`src/rtl/ceyloniac_memory_interface_unit_if.sv`:
```
// Request/acknowledge memory port between the interface unit (master)
// and a variable-latency memory (slave).
interface ceyloniac_memory_interface_unit_if #(
  parameter int DATA_WIDTH = 32,
  parameter int ADDR_WIDTH = 32
);
  logic                  mem_req;
  logic                  mem_we;
  logic [ADDR_WIDTH-1:0] mem_addr;
  logic [DATA_WIDTH-1:0] mem_wdata;
  logic [DATA_WIDTH-1:0] mem_rdata;
  logic                  mem_ack;

  modport master (
    output mem_req,
    output mem_we,
    output mem_addr,
    output mem_wdata,
    input  mem_rdata,
    input  mem_ack
  );

  modport slave (
    input  mem_req,
    input  mem_we,
    input  mem_addr,
    input  mem_wdata,
    output mem_rdata,
    output mem_ack
  );
endinterface

```
`src/rtl/ceyloniac_memory_interface_unit.sv`:
```
// Memory interface and IR/MDR capture stage in front of the multi-cycle control
// unit: turns control strobes into one memory transaction and stalls until done.
module ceyloniac_memory_interface_unit #(
  parameter int DATA_WIDTH     = 32,
  parameter int ADDR_WIDTH     = 32,
  parameter int TIMEOUT_CYCLES = 255
) (
  input  logic                  clk,
  input  logic                  reset,
  input  logic                  mem_read,
  input  logic                  mem_write,
  input  logic                  i_or_d,
  input  logic                  ir_write,
  input  logic [ADDR_WIDTH-1:0] pc,
  input  logic [ADDR_WIDTH-1:0] alu_out,
  input  logic [DATA_WIDTH-1:0] write_data,
  ceyloniac_memory_interface_unit_if.master mem,
  output logic                  control_enable,
  output logic [DATA_WIDTH-1:0] instruction,
  output logic [5:0]            opcode,
  output logic [DATA_WIDTH-1:0] mdr,
  output logic                  bus_error
);

  localparam int CNT_W = $clog2(TIMEOUT_CYCLES + 1);

  typedef enum logic [1:0] {
    IDLE = 2'd0,
    BUSY = 2'd1,
    DONE = 2'd2
  } state_t;

  state_t                r_state;
  logic                  r_mem_req;
  logic                  r_mem_we;
  logic [ADDR_WIDTH-1:0] r_mem_addr;
  logic [DATA_WIDTH-1:0] r_mem_wdata;
  logic                  r_ir_write;
  logic [CNT_W-1:0]      r_count;
  logic [DATA_WIDTH-1:0] r_instruction;
  logic [DATA_WIDTH-1:0] r_mdr;
  logic                  r_bus_error;

  state_t                w_state_next;
  logic                  w_mem_req_next;
  logic                  w_mem_we_next;
  logic [ADDR_WIDTH-1:0] w_mem_addr_next;
  logic [DATA_WIDTH-1:0] w_mem_wdata_next;
  logic                  w_ir_write_next;
  logic [CNT_W-1:0]      w_count_next;
  logic [DATA_WIDTH-1:0] w_instruction_next;
  logic [DATA_WIDTH-1:0] w_mdr_next;
  logic                  w_bus_error_next;
  logic                  w_strobe;
  logic                  w_timeout;

  assign w_strobe  = mem_read | mem_write;
  // Counter holds the number of BUSY cycles already elapsed, so the abort
  // lands on the TIMEOUT_CYCLES-th BUSY cycle.
  assign w_timeout = (r_count == CNT_W'(TIMEOUT_CYCLES - 1));

  always_comb begin
    w_state_next       = r_state;
    w_mem_req_next     = r_mem_req;
    w_mem_we_next      = r_mem_we;
    w_mem_addr_next    = r_mem_addr;
    w_mem_wdata_next   = r_mem_wdata;
    w_ir_write_next    = r_ir_write;
    w_count_next       = r_count;
    w_instruction_next = r_instruction;
    w_mdr_next         = r_mdr;
    w_bus_error_next   = r_bus_error;

    case (r_state)
      IDLE: begin
        if (w_strobe) begin
          w_mem_addr_next  = i_or_d ? alu_out : pc;
          w_mem_wdata_next = write_data;
          w_mem_we_next    = mem_write;
          w_ir_write_next  = ir_write;
          w_mem_req_next   = 1'b1;
          w_count_next     = '0;
          w_state_next     = BUSY;
        end
      end
      BUSY: begin
        if (mem.mem_ack) begin
          w_mem_req_next = 1'b0;
          // A write (including read+write together) never loads IR or MDR.
          if (!r_mem_we) begin
            w_mdr_next = mem.mem_rdata;
            if (r_ir_write) begin
              w_instruction_next = mem.mem_rdata;
            end
          end
          w_state_next = DONE;
        end else if (w_timeout) begin
          w_mem_req_next   = 1'b0;
          w_bus_error_next = 1'b1;
          w_state_next     = DONE;
        end else begin
          w_count_next = r_count + 1'b1;
        end
      end
      DONE: begin
        w_state_next = IDLE;
      end
      default: begin
        w_state_next = IDLE;
      end
    endcase
  end

  always_ff @(posedge clk or posedge reset) begin
    if (reset) begin
      r_state       <= IDLE;
      r_mem_req     <= 1'b0;
      r_mem_we      <= 1'b0;
      r_mem_addr    <= '0;
      r_mem_wdata   <= '0;
      r_ir_write    <= 1'b0;
      r_count       <= '0;
      r_instruction <= '0;
      r_mdr         <= '0;
      r_bus_error   <= 1'b0;
    end else begin
      r_state       <= w_state_next;
      r_mem_req     <= w_mem_req_next;
      r_mem_we      <= w_mem_we_next;
      r_mem_addr    <= w_mem_addr_next;
      r_mem_wdata   <= w_mem_wdata_next;
      r_ir_write    <= w_ir_write_next;
      r_count       <= w_count_next;
      r_instruction <= w_instruction_next;
      r_mdr         <= w_mdr_next;
      r_bus_error   <= w_bus_error_next;
    end
  end

  // Stall the control unit from the launching IDLE cycle until DONE.
  assign control_enable = ((r_state == IDLE) && !w_strobe) || (r_state == DONE);

  assign mem.mem_req   = r_mem_req;
  assign mem.mem_we    = r_mem_we;
  assign mem.mem_addr  = r_mem_addr;
  assign mem.mem_wdata = r_mem_wdata;

  assign instruction = r_instruction;
  assign opcode      = r_instruction[31:26];
  assign mdr         = r_mdr;
  assign bus_error   = r_bus_error;

endmodule

```
`src/flat_wrapper.sv`:
```
// flat-port wrapper written by rule: the top's interface ports become plain ports
module ceyloniac_memory_interface_unit_flat 
#(
  parameter int DATA_WIDTH     = 32,
  parameter int ADDR_WIDTH     = 32,
  parameter int TIMEOUT_CYCLES = 255
)
  (clk, reset, mem_read, mem_write, i_or_d, ir_write, pc, alu_out, write_data, control_enable, instruction, opcode, mdr, bus_error, mem_mem_req, mem_mem_we, mem_mem_addr, mem_mem_wdata, mem_mem_rdata, mem_mem_ack);
  ceyloniac_memory_interface_unit_if #(.DATA_WIDTH(DATA_WIDTH), .ADDR_WIDTH(ADDR_WIDTH)) mem_i ();
  input  logic clk;
  input  logic reset;
  input  logic mem_read;
  input  logic mem_write;
  input  logic i_or_d;
  input  logic ir_write;
  input  logic [ADDR_WIDTH-1:0] pc;
  input  logic [ADDR_WIDTH-1:0] alu_out;
  input  logic [DATA_WIDTH-1:0] write_data;
  output logic control_enable;
  output logic [DATA_WIDTH-1:0] instruction;
  output logic [5:0] opcode;
  output logic [DATA_WIDTH-1:0] mdr;
  output logic bus_error;
  output wire logic [$bits(mem_i.mem_req)-1:0] mem_mem_req;
  output wire logic [$bits(mem_i.mem_we)-1:0] mem_mem_we;
  output wire logic [$bits(mem_i.mem_addr)-1:0] mem_mem_addr;
  output wire logic [$bits(mem_i.mem_wdata)-1:0] mem_mem_wdata;
  input wire logic [$bits(mem_i.mem_rdata)-1:0] mem_mem_rdata;
  input wire logic [$bits(mem_i.mem_ack)-1:0] mem_mem_ack;
  assign mem_mem_req = mem_i.mem_req;
  assign mem_mem_we = mem_i.mem_we;
  assign mem_mem_addr = mem_i.mem_addr;
  assign mem_mem_wdata = mem_i.mem_wdata;
  assign mem_i.mem_rdata = mem_mem_rdata;
  assign mem_i.mem_ack = mem_mem_ack;
  ceyloniac_memory_interface_unit #(.DATA_WIDTH(DATA_WIDTH), .ADDR_WIDTH(ADDR_WIDTH), .TIMEOUT_CYCLES(TIMEOUT_CYCLES)) u_core (.clk(clk), .reset(reset), .mem_read(mem_read), .mem_write(mem_write), .i_or_d(i_or_d), .ir_write(ir_write), .pc(pc), .alu_out(alu_out), .write_data(write_data), .mem(mem_i), .control_enable(control_enable), .instruction(instruction), .opcode(opcode), .mdr(mdr), .bus_error(bus_error));
endmodule
```
`config.mk`:
```
export PLATFORM = sky130hd
export DESIGN_NAME = ceyloniac_memory_interface_unit_flat
export DESIGN_NICKNAME = d
export VERILOG_FILES = /design/src/rtl/ceyloniac_memory_interface_unit_if.sv /design/src/rtl/ceyloniac_memory_interface_unit.sv /design/src/flat_wrapper.sv
export SDC_FILE = /design/constraint.sdc
export NUM_CORES = 1
export LEC_CHECK = 0
export CAP_MARGIN = 20
export CORE_MARGIN = 2
export CORE_UTILIZATION = 37
export DETAILED_ROUTE_END_ITERATION = 16
export MAX_ROUTING_LAYER = met4
export PLACE_DENSITY = 0.83
export SLEW_MARGIN = 25
export SYNTH_ARGS = -nofsm -noshare
export SYNTH_HDL_FRONTEND = slang
export SYNTH_SLANG_ARGS = --single-unit
export TNS_END_PERCENT = 30
```
`constraint.sdc`:
```
create_clock -name clk -period 3.8 [get_ports clk]
set_input_delay 0.38 -clock clk [delete_from_list [all_inputs] [get_ports clk]]
set_output_delay 0.38 -clock clk [all_outputs]
set_load 0.1 [all_outputs]
```
; ---- Word-level counts from Yosys, hierarchy flattened
; Cells that the tools add are included.
[totals]
input_bits = 135
wordCells = 46
register_bits = 142
out_inout_bits = 138
[op_classes]
reduce_logical = 12
n_eq_ne = 7
add_sub_neg = 1
n_bitwise = 3
muxes = 13
[op_table]
columns = op, count
row1 = 2-to-1 mux 32 bit, 1
row2 = 2-to-1 mux 8 bit, 3
row3 = case mux 8 bit (2 select lines), 1
row4 = AND reduction 3 bit, 3
row5 = adder 8 x 1 -> 8 bit (second input constant), 1
row6 = == test 8 bit (second input constant), 1
row7 = AND reduction 4 bit, 2
row8 = 2-to-1 mux 2 bit, 3
row9 = inequality test 2 bit (second input constant), 2
row10 = case mux 2 bit (2 select lines), 1
row11 = AND reduction 2 bit, 2
row12 = 2-to-1 mux 1 bit, 3
row13 = inequality test 3 x 2 -> 1 bit (second input constant), 1
row14 = == test 2 x 1 -> 1 bit (second input constant), 1
row15 = == test 2 bit (second input constant), 1
row16 = logical NOT 2 bit, 1
row17 = inequality test 2 x 1 -> 1 bit (second input constant), 1
row18 = NOT 1 bit, 2
row19 = case mux 1 bit (2 select lines), 1
row20 = nonzero test 2 bit, 1
row21 = logical AND 1 bit, 1
row22 = logical NOT 1 bit, 1
row23 = logical OR 1 bit, 1
row24 = OR 1 bit, 1

; ---- Logic depth before layout (Yosys ltp)
[logic_depth]
depth_word = 4
depth_mapped = 8

; ---- Least setup slack after synthesis
; No wires, ideal clock.
[synth_timing]
path_type = input port to output port
from = input port mem_write
to = output port control_enable
required_ns = 3.420
slack_ns = 1.619
cell_stages = 3
n_path_buf = 0
arrival_time_ns = 1.801
path_cell_list = nor2_1 > nor2_1 > nor2_1
[synth_between]
elab_chain_cells = 4
[synth_lines]
columns = item, line_no
row1 = start: declaration, flat_wrapper.sv:13  ; input logic mem_write;
row2 = OR 1 bit, ceyloniac_memory_interface_unit.sv:57  ; assign w_strobe = mem_read | mem_write;
row3 = logical NOT 1 bit, ceyloniac_memory_interface_unit.sv:141  ; assign control_enable = ((r_state == IDLE) && !w_strobe) || (r_state == DONE);
row4 = logical AND 1 bit, ceyloniac_memory_interface_unit.sv:141
row5 = logical OR 1 bit, ceyloniac_memory_interface_unit.sv:141
row6 = end: declaration, flat_wrapper.sv:19  ; output logic control_enable;
; No other way between the ends.

; ---- Worst setup path in the final report
[layout_timing]
from = register u_core.r_mem_we, in the netlist u_core.mem.mem_we
to = output port mem_mem_we
[layout_lines]
columns = item, line_no
row1 = start: declaration, ceyloniac_memory_interface_unit.sv:35  ; logic r_mem_we;
row2 = start signal: assignment, ceyloniac_memory_interface_unit.sv:129  ; r_mem_we <= w_mem_we_next;
row3 = end: declaration, flat_wrapper.sv:25  ; output wire logic [$bits(mem_i.mem_we)-1:0] mem_mem_we;
; No word-level cell between the ends.

==> metrics.yaml <==
yosysMostFrequentCell: "dfrtp_1"
cts.path.max_buffers: 2
end_kind: "output port"
num_vias: 4545
grt_first_pass_wirelength_um: 23500
finalSetupTns_ns: 0
clock_latency_ns: 0.42
rsz0062_at_grt: "no"
post_drt_wl_per_cell_um: 15.10
yosysTopAreaCellShare_pct: 61.71
crit_buf_inv: 1
synthCells: 490
cts_setup_buffers: 0
cts_resized: 0
status: "completed"
syn_area_mm2: 0.005758
crit_path_max_incr_delay_ns: 1.19
antenna_found_initial: 0
ioPinCount: 273
cts.sinks: 142
hold_violations: 0
via_per_inst: 4.749
finalWirelength_um: 14450
clkSlewWorstSetupHoldPaths_ns: 0.06
drtIter0Drc: 211
ff_latch_area_mm2: 0.003553
start_util_pct: 37.88
cp.required_ns: 3.42
cts_hold_buf: 0
layout_min_cycle_time_ns: 2.414
async_flop_share_pct: 100.0
holdCritPathClass: "in2async"
ys_top_cells_by_area: "dfrtp_1, nand2_1, mux2_2"
critPathTopFamily: "buffers and inverters"
ant_nets: 0
critPathArrivalTime_ns: 2.03
num-nets-final: 893
die_height_um: 128.8
setup_viol_count_final: 0
nFillCells: 1208
place.gp.congestion: 0.8068
first_global_vias: 4656
port_buffers: 272
syn_avg_cell_area_um2: 11.75
syn_nets: 627
htree_num_levels: 4
drive_gt1_share_pct: 10.40
path_cells: "clkdlybuf4s50_1"
fin_skew_ns: 0.006729
fmax_mhz: 414.3
die-area_mm2: 0.01658
rows: 45
n_antenna_cell: 0
design.core.area_mm2: 0.01520
ys_warn_count: 0
seq_area_frac_synth_pct: 61.71
setup_ws_ns: 1.387
dr.pass1.iters: 4
synth_edf_count: 0
maxSlewHeadroom_pct: 32.24
cts_buffers: 17
drv_cap: 0
multiInputGateArea_mm2: 0.002051
crit_slowest_cell: "clkdlybuf4s50_1"
die_w_um: 128.8
yosysTopAreaCell: "dfrtp_1"
grt_start_max_net_pins: 88
cp-start-kind: "flop"
finalCritPeriodShare_pct: 63.51
synthTopCellsByCount: "dfrtp_1, nand2_1, o21ai_0"
cts_tree: "built"
critPathKind: "reg2out"
overflow: 0
worst_pin_slew_ns: 1.013
synth_ff_type: "dfrtp_1"
dp_hpwl_um: 10470
ys_ff_latch: 142
drcViolationCount: 0
slew_violations: 0
post-place-ws_ns: 1.284
track_usage_pct: 18.68
ys_types: 34
synthToLayoutAreaGrowth_pct: 59.87
cts_root_buf: "clkbuf_16"
crit_path_max_fanout: 3
state kept, by name, summed over array words and instances (netlist names), 2 cells and up:
name,cells
u_core.r_state,2
u_core.mdr,32
u_core.mem.mem_addr,32
u_core.r_count,8
u_core.mem.mem_wdata,32
u_core.instruction,32
worst paths after layout:
path                                                     start                             endpoint  slack, ns  cells past startpoint
max in group asynchronous                                reset        u_core.r_count[5]$_DFFE_PP0P_       2.76                      3
max reg2reg                      u_core.r_state[1]$_DFFE_PP0P_   u_core.instruction[18]$_DFFE_PP0P_       1.68                      5
min in group clk           u_core.mem.mem_wdata[9]$_DFFE_PP0P_  u_core.mem.mem_wdata[9]$_DFFE_PP0P_       0.47                      2
min                                                      reset  u_core.mem.mem_addr[19]$_DFFE_PP0P_       0.41                      3
max                              u_core.mem.mem_we$_DFFE_PP0P_                           mem_mem_we       1.39                      1
min reg2reg                u_core.mem.mem_wdata[9]$_DFFE_PP0P_  u_core.mem.mem_wdata[9]$_DFFE_PP0P_       0.47                      2
cells by family (layout without fill, tap and decap cells):
kind of cell / Yosys count / in the layout / share of synthesized area [%]
buffers and inverters: 36 / 315 / 2.955
AOI/OAI and AO/OA: 50 / 50 / 5.041
muxes: 96 / 96 / 18.08
adders and majority gates: 2 / 2 / 0.4345
and+or+nand+nor: 164 / 164 / 11.78
DFF: 142 / 142 / 61.71
area by class of cell:
cell class,instances,area share (%)
tap,188,2.555
multi-input combinational,312,22.28
sequential,142,38.60
timing repair buffer,278,30.26
clock inverter,13,1.251
inverter,5,0.2447
clock buffer,19,4.812
through the flow:
stage | area [µm²] | instances | hold WS, ns | utilization (%)
after CTS | 9205 | 957 | 0.4611 | 60.55
final | 9205 | 957 | 0.4144 | 60.55
after floorplan | 5762 | 490 | 0.4455 | -
after global routing | 9205 | 957 | 0.4775 | 60.55
after detailed placement | 8647 | 925 | 0.4456 | 56.88
after global placement | 8647 | 925 | 0.4453 | 56.88
cell usage in the layout (no fill, tap or decap), types with 2 or more instances in the layout:
master / count
mux2_1: 30
buf_12: 2
inv_1: 4
mux2i_1: 32
clkinv_2: 4
clkdlybuf4s50_1: 270
and3_1: 3
nand2_1: 137
nor3_1: 2
clkbuf_16: 17
inv_6: 2
o21ai_0: 36
a31oi_1: 2
buf_4: 5
a211o_1: 2
ha_1: 2
clkinv_4: 2
nor2_1: 8
mux2_2: 34
dfrtp_1: 142
o22a_1: 2
clkinvlp_4: 5
nand3_1: 6
metal layers:
layer  vias up  GRT usage (%)  wire, µm
li1       2185              -         -
met1      2152          23.21      6240
met2       178          28.98      6970
met3        30          4.948       883
met4         0          7.928       355
met5         -              -         0
Power is left out: the tool's default activity adds up to more than one toggle a clock period on the data nets, which glitch-free logic cannot reach.
==> RTL change: new RTL, config.mk and constraints unchanged <==
The 3 states of `state_t` get a one-hot encoding in 3 bits.
--- a/src/rtl/ceyloniac_memory_interface_unit.sv
+++ b/src/rtl/ceyloniac_memory_interface_unit.sv
@@ -24,10 +24,10 @@
 
   localparam int CNT_W = $clog2(TIMEOUT_CYCLES + 1);
 
-  typedef enum logic [1:0] {
-    IDLE = 2'd0,
-    BUSY = 2'd1,
-    DONE = 2'd2
+  typedef enum logic [2:0] {
+    IDLE = 3'b001,
+    BUSY = 3'b010,
+    DONE = 3'b100
   } state_t;
 
   state_t                r_state;
Behaviour: same outputs for any inputs over 4 cycles, from zero or initial values and one cycle with reset high; so few cycles prove little.
==> RTL change against the unedited design <==
Core utilization increased by 0.85 points; worst setup slack improved by 77 ps; die area increased by 1.1%; clock skew decreased by 1.7 ps; routed wire length increased by 4.6%; synthesized area increased by 1.2%; final area increased by 2.2%; critical path depth unchanged; synthesized cell count decreased by 13%; sequential share of layout area decreased by 0.54 points; highest routed layer unchanged; sequential cell count increased by 1.
Power is left out: the tool's default activity adds up to more than one toggle a clock period on the data nets, which glitch-free logic cannot reach.
==> RTL change: results (changes against the unedited design) <==
Clock network
The clock tree root buffer cell is sky130_fd_sc_hd__clkbuf_16. The number of buffers created by CTS came to 17 (unchanged). The post-CTS setup repair buffer count is 0 (unchanged).

The number of buffers inserted for hold repair after clock tree synthesis is 0 (unchanged). The maximum clock insertion buffer count is 2 (unchanged). The total number of H-tree levels is 4 (unchanged). The clock latency reported for the late side of the worst-skew pair is slightly above 400 ps. The clock transition at the registers of the reported paths is 60 ps (about the same). The number of resized instances in the post-cts repair step is 0 (unchanged).

Setup path
The slowest stage of the critical path belongs to the cell sky130_fd_sc_hd__clkdlybuf4s50_1. The critical path launch point is u_core.mem.mem_we. The largest incremental delay on the critical path is 1160 ps (-30 ps). Broken down by cell family, the worst path's largest delay share belongs to buffers and inverters. The maximum fanout along the worst path is 4 (+1).

The source of the worst register-to-register timing path is u_core.r_state[0]. The arrival time of data at the critical path endpoint is 1960 ps (-70 ps).

Timing
The setup skew after layout is 4.988 ps (-1.741 ps). The transition at the pin with the smallest max-transition slack is 1026 ps (+13.07 ps).

Final layout
The layout cell share with drive strength beyond 1 was 0.07334 (-0.03069). The number of diodes added for antenna fixing is 0 (unchanged). The layout net count is 833 (-6.7%).

Synth
The total of warnings raised by yosys is 0 (unchanged). The fraction of synthesis flops using an asynchronous set or reset pin came to 1.000 (unchanged). By area the synthesized netlist is led by sky130_fd_sc_hd__dfrtp_1 61%, sky130_fd_sc_hd__mux2_1 18%, sky130_fd_sc_hd__mux2i_1 5.7%. The most used flip-flop cell after synthesis is sky130_fd_sc_hd__dfrtp_1.

The sequential element share of the synthesized area is 0.6146 (-0.002515). The number of distinct library cells after synthesis is 39 (+15%). The synthesized net count came to 563 (-10%). Ranked by instance count, the synthesized netlist is headed by 142 x sky130_fd_sc_hd__dfrtp_1, 93 x sky130_fd_sc_hd__mux2_1, 38 x sky130_fd_sc_hd__nor2_1, 35 x sky130_fd_sc_hd__a21oi_1, 33 x sky130_fd_sc_hd__mux2i_1.

Drt
The post-detailed-route via-to-cell ratio is 4.863 (+2.4%). The average wire per cell in the routed design is 16.42 µm (+8.8%). The first-pass iteration count of the detailed router came to 4 (unchanged). The iteration-0 DRC count of the detailed router was 176 (-17%).

Placement
The count of buffers from port buffering came to 272 (unchanged). The final estimated routing congestion in global placement is 0.7978 (-1.1%). The sum of net half-perimeters after detailed placement is 11200 µm (+7.0%).

GRT
The via count of the first global-routing pass is 4729 (+1.6%). The initial antenna violation count came to 0 (unchanged). The pin count of the biggest net entering global routing came to 86 (-2.3%).

The fraction of met3 tracks used by global routing is 0.06152 (+0.01204). The all-layer global routing usage is 0.1870 (about the same). The met1 layer usage reported by global route is 0.2007 (-0.03145). The wire length of the first global-routing pass is 23470 µm (-0.12%).

The met2 capacity usage during global routing is 0.3254 (+0.03563).

Run status
The flow ran to the end, and the final reports show no timing, DRC or antenna violations.

Worst hold path
In this run the worst hold path is classified as in2async.
==> RTL change: final timing paths <==
path                                                  to  slack [ps]  cells past startpoint
worst min register to register   u_core.mem.mem_wdata[2]         480                      1
worst max-delay path                          mem_mem_we        1460                      1
max in group asynchronous              u_core.r_state[0]        2510                      3
min in group clk                 u_core.mem.mem_wdata[2]         480                      1
worst max register to register  u_core.mem.mem_wdata[20]        1590                      4
worst min-delay path             u_core.mem.mem_wdata[0]         410                      2
==> RTL change: logic make-up (layout without fill, tap and decap cells) <==
group	after synthesis	after routing	synth area share
buffers and inverters	32	315	0.02964
AO/OA/AOI/OAI	57	57	0.05650
AND/OR/NAND/NOR	62	62	0.05070
adder cells (fa/ha/maj)	2	2	0.004296
flip-flops	143	143	0.6146
multiplexers	130	130	0.2443
==> RTL change: metrics by stage <==
step / std cells / area [µm²] / setup WS [ps] / util
floorplan: 426 / 5828 / 1452 / -
global placement: 887 / 8715 / 1531 / 0.5690
detailed placement: 887 / 8715 / 1425 / 0.5690
CTS: 919 / 9384 / 1439 / 0.6127
global route: 920 / 9404 / 1409 / 0.6141
finish: 920 / 9404 / 1464 / 0.6141
==> RTL change: layer usage <==
layer	up-vias	wire (µm)	share of wire
met2	218	7714	0.51
li1	2051	-	-
met4	0	242	0.016
met5	-	0	0
met3	22	1281	0.085
met1	2183	5872	0.39
==> RTL change: area by class of cell <==
class	count	area, µm²
clock buffers	18	439.2
clock inverters	14	230.2
fillers	1178	5911
inverters	4	18.77
multi-input cells	251	2079
flip-flops and latches	143	3580
well taps	211	264.0
repair buffers	279	2793
